`src/rtl/lab2_sub2_scheduler_pkg.sv`:
```
// lab2_sub2_scheduler_pkg: shared constants for the lab2 subtract scheduler.
// Holds FSM state encodings and default widths/constants; no ports.
package lab2_sub2_scheduler_pkg;

    localparam int DATA_W_DEF = 3;
    localparam int SUB_K_DEF  = 2;
    localparam int ITER_W_DEF = 2;

    localparam logic [1:0] ST_IDLE = 2'd0;
    localparam logic [1:0] ST_RUN  = 2'd1;
    localparam logic [1:0] ST_DONE = 2'd2;

endpackage

```
`src/rtl/lab2_sub2_scheduler_sub_const_unit.sv`:
```
// sub_const_unit: combinational out = in - SUB_K, wrapping on DATA_W bits.
// Ports: in_i [DATA_W] operand, out_o [DATA_W] difference.
module sub_const_unit #(
    parameter int DATA_W = 3,
    parameter int SUB_K  = 2
) (
    input  logic [DATA_W-1:0] in_i,
    output logic [DATA_W-1:0] out_o
);

    assign out_o = in_i - DATA_W'(SUB_K);

endmodule

```
`src/rtl/lab2_sub2_scheduler.sv`:
```
// lab2_sub2_scheduler: round-robin shares one subtract unit between two
// requesters; each operand gets iter+1 passes, result returned with its id.
// Ports: clk, rst_n (sync, active low); req0/req1 valid/data/iter in,
// req0/req1 ready out; res_valid/res_data/res_id out, res_ready in; busy out.
module lab2_sub2_scheduler
    import lab2_sub2_scheduler_pkg::*;
#(
    parameter int DATA_W = DATA_W_DEF,
    parameter int SUB_K  = SUB_K_DEF,
    parameter int ITER_W = ITER_W_DEF
) (
    input  logic              clk,
    input  logic              rst_n,
    input  logic              req0_valid,
    input  logic [DATA_W-1:0] req0_data,
    input  logic [ITER_W-1:0] req0_iter,
    input  logic              req1_valid,
    input  logic [DATA_W-1:0] req1_data,
    input  logic [ITER_W-1:0] req1_iter,
    output logic              req0_ready,
    output logic              req1_ready,
    output logic              res_valid,
    output logic [DATA_W-1:0] res_data,
    output logic              res_id,
    input  logic              res_ready,
    output logic              busy
);

    logic [1:0]        state_q, state_d;
    logic              prio_q, prio_d;
    logic [DATA_W-1:0] acc_q, acc_d;
    logic [ITER_W-1:0] cnt_q, cnt_d;
    logic              id_q, id_d;

    logic              in_idle;
    logic              win;
    logic              grant;
    logic [DATA_W-1:0] sub_out;

    sub_const_unit #(
        .DATA_W (DATA_W),
        .SUB_K  (SUB_K)
    ) u_sub (
        .in_i  (acc_q),
        .out_o (sub_out)
    );

    assign in_idle = (state_q == ST_IDLE);

    // Lone requester wins outright; prio only breaks ties.
    assign win   = (req0_valid & req1_valid) ? prio_q : req1_valid;
    // Readies depend only on state and valids, never on res_ready.
    assign grant = rst_n & in_idle & (req0_valid | req1_valid);

    assign req0_ready = grant & ~win;
    assign req1_ready = grant & win;

    assign busy      = ~in_idle;
    assign res_valid = (state_q == ST_DONE);
    assign res_data  = res_valid ? acc_q : '0;
    assign res_id    = res_valid & id_q;

    always_comb begin
        state_d = state_q;
        prio_d  = prio_q;
        acc_d   = acc_q;
        cnt_d   = cnt_q;
        id_d    = id_q;
        case (state_q)
            ST_IDLE: begin
                if (grant) begin
                    acc_d   = win ? req1_data : req0_data;
                    cnt_d   = win ? req1_iter : req0_iter;
                    id_d    = win;
                    prio_d  = ~win;
                    state_d = ST_RUN;
                end
            end
            ST_RUN: begin
                acc_d = sub_out;
                if (cnt_q != '0) begin
                    cnt_d = cnt_q - ITER_W'(1);
                end else begin
                    state_d = ST_DONE;
                end
            end
            ST_DONE: begin
                if (res_ready) begin
                    state_d = ST_IDLE;
                end
            end
            default: begin
                state_d = ST_IDLE;
            end
        endcase
    end

    always_ff @(posedge clk) begin
        if (!rst_n) begin
            state_q <= ST_IDLE;
            prio_q  <= 1'b0;
            acc_q   <= '0;
            cnt_q   <= '0;
            id_q    <= 1'b0;
        end else begin
            state_q <= state_d;
            prio_q  <= prio_d;
            acc_q   <= acc_d;
            cnt_q   <= cnt_d;
            id_q    <= id_d;
        end
    end

endmodule

```
`config.mk`:
```
export PLATFORM = sky130hd
export DESIGN_NAME = lab2_sub2_scheduler
export DESIGN_NICKNAME = d
export VERILOG_FILES = /design/src/rtl/lab2_sub2_scheduler_pkg.sv /design/src/rtl/lab2_sub2_scheduler_sub_const_unit.sv /design/src/rtl/lab2_sub2_scheduler.sv
export SDC_FILE = /design/constraint.sdc
export NUM_CORES = 1
export LEC_CHECK = 0
export ABC_AREA = 1
export CORE_MARGIN = 5
export CORE_UTILIZATION = 40
export DETAILED_ROUTE_END_ITERATION = 16
export GPL_TIMING_DRIVEN = 0
export PLACE_DENSITY_LB_ADDON = 0.12
export SLEW_MARGIN = 25
export SYNTH_ARGS = -nofsm -noshare
export SYNTH_HDL_FRONTEND = slang
export SYNTH_SLANG_ARGS = --single-unit
```
`constraint.sdc`:
```
create_clock -name clk -period 1.3 [get_ports clk]
set_input_delay 0.39 -clock clk [delete_from_list [all_inputs] [get_ports clk]]
set_output_delay 0.39 -clock clk [all_outputs]
set_load 0.05 [all_outputs]
```
# After elaboration in Yosys (flattened, before gate mapping)

Index checks and enable logic that the tools add are counted.

Register bits after elaboration: 9
Output and inout port bits: 8
Logic and storage cells: 42
Input port bits: 15

Reductions and logical operators: 7
Equal/unequal tests: 6
$add $sub $neg: 2
Bitwise gates (word level): 9
Muxes and demuxes: 13

Operator list:

| cell                                                                   | count |
|---|---|
| 2-bit two-way mux                                                      | 6 |
| 3-bit two-way mux                                                      | 3 |
| 1-bit AND                                                              | 6 |
| 2-bit case mux with 3 select lines                                     | 1 |
| 3-bit case mux with 2 select lines                                     | 1 |
| 3-bit AND reduction                                                    | 2 |
| 2-bit by 1-bit != test with 1-bit output (second input constant)       | 2 |
| 2-bit != test (second input constant)                                  | 2 |
| 2-bit case mux with 2 select lines                                     | 1 |
| 2-bit AND reduction                                                    | 2 |
| 2-bit nonzero test                                                     | 2 |
| 3-bit by 2-bit subtractor with 3-bit output (second input constant)    | 1 |
| 2-bit by 1-bit equality test with 1-bit output (second input constant) | 1 |
| 2-bit equality test (second input constant)                            | 1 |
| 2-bit logical NOT                                                      | 1 |
| 1-bit inverter                                                         | 2 |
| 2-bit by 1-bit subtractor with 2-bit output (second input constant)    | 1 |
| 1-bit two-way mux                                                      | 1 |
| 1-bit OR                                                               | 1 |

# Longest topological paths before layout

Word-level depth: 5
Mapped depth: 8

# By module

Synthesis repeated with hierarchy kept, for this count alone.

Cells, all modules: 105
Area total of the unflattened synthesis: 653.1 um^2

Modules (own cells, without submodules):

| module              | times used | cells each | area each (um^2) |
|---|---|---|---|
| lab2_sub2_scheduler | 1          | 99         | 621.8 |
| sub_const_unit      | 1          | 6          | 31.3 |

# Least setup slack after synthesis

OpenSTA, ideal clock, no wires.

Path type: register to output
From: register state_q[1]
To: output port res_data[0]
Path buffers: 0
Data required time: 910 ps
Slack: -1065 ps
Arrival time: 1975 ps
Stages on the path, launching flop included: 5
Path through: dfxtp_1 > inv_1 > nor2_1 > inv_1 > nor2_1

Word-level cells in the longest chain between the ends: 2

Ends and longest elaborated chain:

| what                   | line                       | RTL |
|---|---|---|
| start, declared        | lab2_sub2_scheduler.sv:29  | `logic [1:0] state_q, state_d;` |
| start signal, assigned | lab2_sub2_scheduler.sv:106 | `state_q <= state_d;` |
| 2-bit equality test    | lab2_sub2_scheduler.sv:59  | `assign res_valid = (state_q == ST_DONE);` |
| named net res_valid    | lab2_sub2_scheduler.sv:22  | `output logic res_valid,` |
| 3-bit two-way mux      | lab2_sub2_scheduler.sv:60  | `assign res_data = res_valid ? acc_q : '0;` |
| end, declared          | lab2_sub2_scheduler.sv:23  | `output logic [DATA_W-1:0] res_data,` |

The timed path passes the listed nets, and every way through them passes these cells.

# Worst setup path in the final report

From: register state_q[1]
To: output port res_data[0]

Word-level cells in the longest chain between the ends: 2

Ends and longest elaborated chain:

| what                | line |
|---|---|
| 2-bit equality test | lab2_sub2_scheduler.sv:59 |
| 3-bit two-way mux   | lab2_sub2_scheduler.sv:60 |

Every way passes these cells.

==> out/metrics.cfg <==
[synth]
seq_area_frac_synth=0.322
yosys_warnings=0
synthesis.nets=107
syn_avg_cell_area_um2=6.15
syn_inst=91
netlist_area_um2=559
ys_types=16
ys_seq_elements=9

[global_routing]
grt_pass1_wl_um=2500
grt_pass1_vias=590
antenna_found_initial=0
grtUsageTotal=0.162
grt_max_degree=10
grt-ovfl-total=0

[route]
viasPerCell=4.63
ant_nets=0
post_drt_wl_per_cell_um=10.8
drc_errors=0
drtPass1Iterations=4
routed_wl_um=1480
vias=630
drt_iter0_drc=6

[clock_network]
cts_buffers=3
clk_pin_slew_ns=0.06
clock_path_buffers=2
cts_tree=yes
numClockSinks=9
htreeDepth=1
cts_root_buf=clkbuf_4
clk_latency_ns=0.25
hold_buffers=0

[die]
die_h_um=47.4
dieArea_mm2=0.00225
start_util=0.425
die-width_um=47.4
io-pin-count=23
rows=13
core_mm2=0.00132

[run_status]
failed_checks=setup timing
outcome=complete, but fails checks

[sta]
hold_viol=0
min_period_over_period=1.27
fmaxAchievable_mhz=605
setup_viol=8
tightest_slew_ns=0.393
period_needed_ns=1.65
layout_setup_ws_ns=-0.353
rsz0062_at_grt=yes
maxSlewViolCount=0
max-slew-margin-rel=0.738
fin_skew_ns=0.00268

[placement]
place_congestion=0.767
portBuffers=22
dp_hpwl_um=1180
dpl_worst_slack_ns=-1.37
dp.cells=128

[finish]
layout-drive-gt1-share=0.306
final_cell_mix=17 x inv_1, 14 x nand2_1, 11 x clkdlybuf4s50_1
antenna_cells=0
fin_cells=136
fillers=131
area_growth_pct=66.7
final_common_cell=inv_1
fin_nets=138

[min_path]
min_path_type=flip-flop to flip-flop
hold_depth=2

[power_and_ir_drop]
intPower_mw=0.582
vdd_drop_max_uv=574
p_leak_nw=0.446
seq_power_share=0.359
powerDensity_mw_per_mm2=976
swShare=0.360
p_clk_frac=0.234
combPwrFrac=0.407
power_switching_mw=0.328

[worst_setup_path]
path_class=flip-flop to output port
setup.worst_path.end_class=output port
crit_arrival_ns=1.26
critPathMaxFanout=5
required_ns=0.91
worst_setup_path_start_kind=flip-flop
r2r_cells=5

[run]
max_cap_viol_count=0

cell type report:
| type | count | area (um^2) | area share |
|---|---|---|---|
| Buffer | 1 | 11.3 | 0.0121 |
| Clock buffer | 4 | 26.3 | 0.0282 |
| Inverter | 21 | 81.3 | 0.0872 |
| Multi-Input combinational cell | 60 | 362 | 0.388 |
| Sequential cell | 9 | 188 | 0.201 |
| Tap cell | 15 | 18.8 | 0.0201 |
| Timing Repair Buffer | 26 | 245 | 0.263 |
worst paths after layout:
kind / start / end / slack, ns
worst max-delay path: state_q[1] / res_data[0] / -0.35
worst min-delay path: acc_q[0] / acc_q[0] / 0.47
worst max register to register: state_q[1] / prio_q / 0.10
worst min register to register: acc_q[0] / acc_q[0] / 0.47
stage by stage:
step	area (um^2)	power [mW]	util	hold slack (ns)	setup TNS, ns
detailed placement	866	0.673	0.657	0.462	-9.00
finish	932	0.910	0.708	0.473	-2.29
CTS	905	0.900	0.687	0.476	-2.32
global route	932	0.991	0.708	0.502	-2.87
floorplan	627	0.566	-	0.444	-1.40
global placement	866	0.664	0.657	0.451	-8.65
critical path: stages, from the launching register on:
cell	delay, ns
dfxtp_4	0.36
inv_1	0.09
nor2_4	0.03
inv_1	0.29
nor2_4	0.04
buf_4	0.19
synthesized netlist by cell type:
cell type,instances,area (um^2)
o21ai_0,1,5.00
inv_2,2,7.51
o22ai_1,1,6.26
dfxtp_1,9,180
buf_6,1,11.3
nand3b_1,3,22.5
nor2_2,1,6.26
nand3_1,9,45.0
a21oi_1,8,40.0
inv_1,19,71.3
nand2_2,1,6.26
a211oi_1,2,15.0
nor2_1,15,56.3
nand2_1,17,63.8
ha_1,1,12.5
nand3_2,1,10.0
sequential cells by signal (all words and copies together), names as in the netlist:
name and cells:
acc_q 3, cnt_q 2, state_q 2, id_q 1
prio_q 1
routing by layer:
| layer | global-route usage | vias to the layer above | wire length, um |
|---|---|---|---|
| met1 | 0.199 | 267 | 663 |
| met5 | 0 | - | 0 |
| met2 | 0.265 | 19 | 698 |
| met3 | 0.0345 | 2 | 99 |
| met4 | 0.0829 | 0 | 13 |
| li1 | - | 342 | - |
timing repair:
item | CTS | global route
setup endpoints to repair | 15 | 8
pin swaps | 1 | 1
hold endpoints to repair | 0 | 0
setup buffers | 3 | 1
resized for setup | 56 | 11
power groups by stage:
| stage | logic (mW) | clock network (mW) | registers, mW |
|---|---|---|---|
| 2_1_floorplan | 0.236 | 0 | 0.330 |
| 3_3_place_gp | 0.333 | 0 | 0.332 |
| 3_5_place_dp | 0.340 | 0 | 0.333 |
| 4_1_cts | 0.353 | 0.220 | 0.327 |
| 5_1_grt | 0.410 | 0.248 | 0.333 |
| 6_report | 0.370 | 0.213 | 0.327 |
logic make-up after synthesis:
logic type	after synthesis	synth area share
and+or+nand+nor	47	0.376
adders and majority gates	1	0.0224
DFF	9	0.322
AOI/OAI and AO/OA	12	0.119
buffers and inverters	22	0.161
No activity file was read; power rests on OpenSTA's default activity.
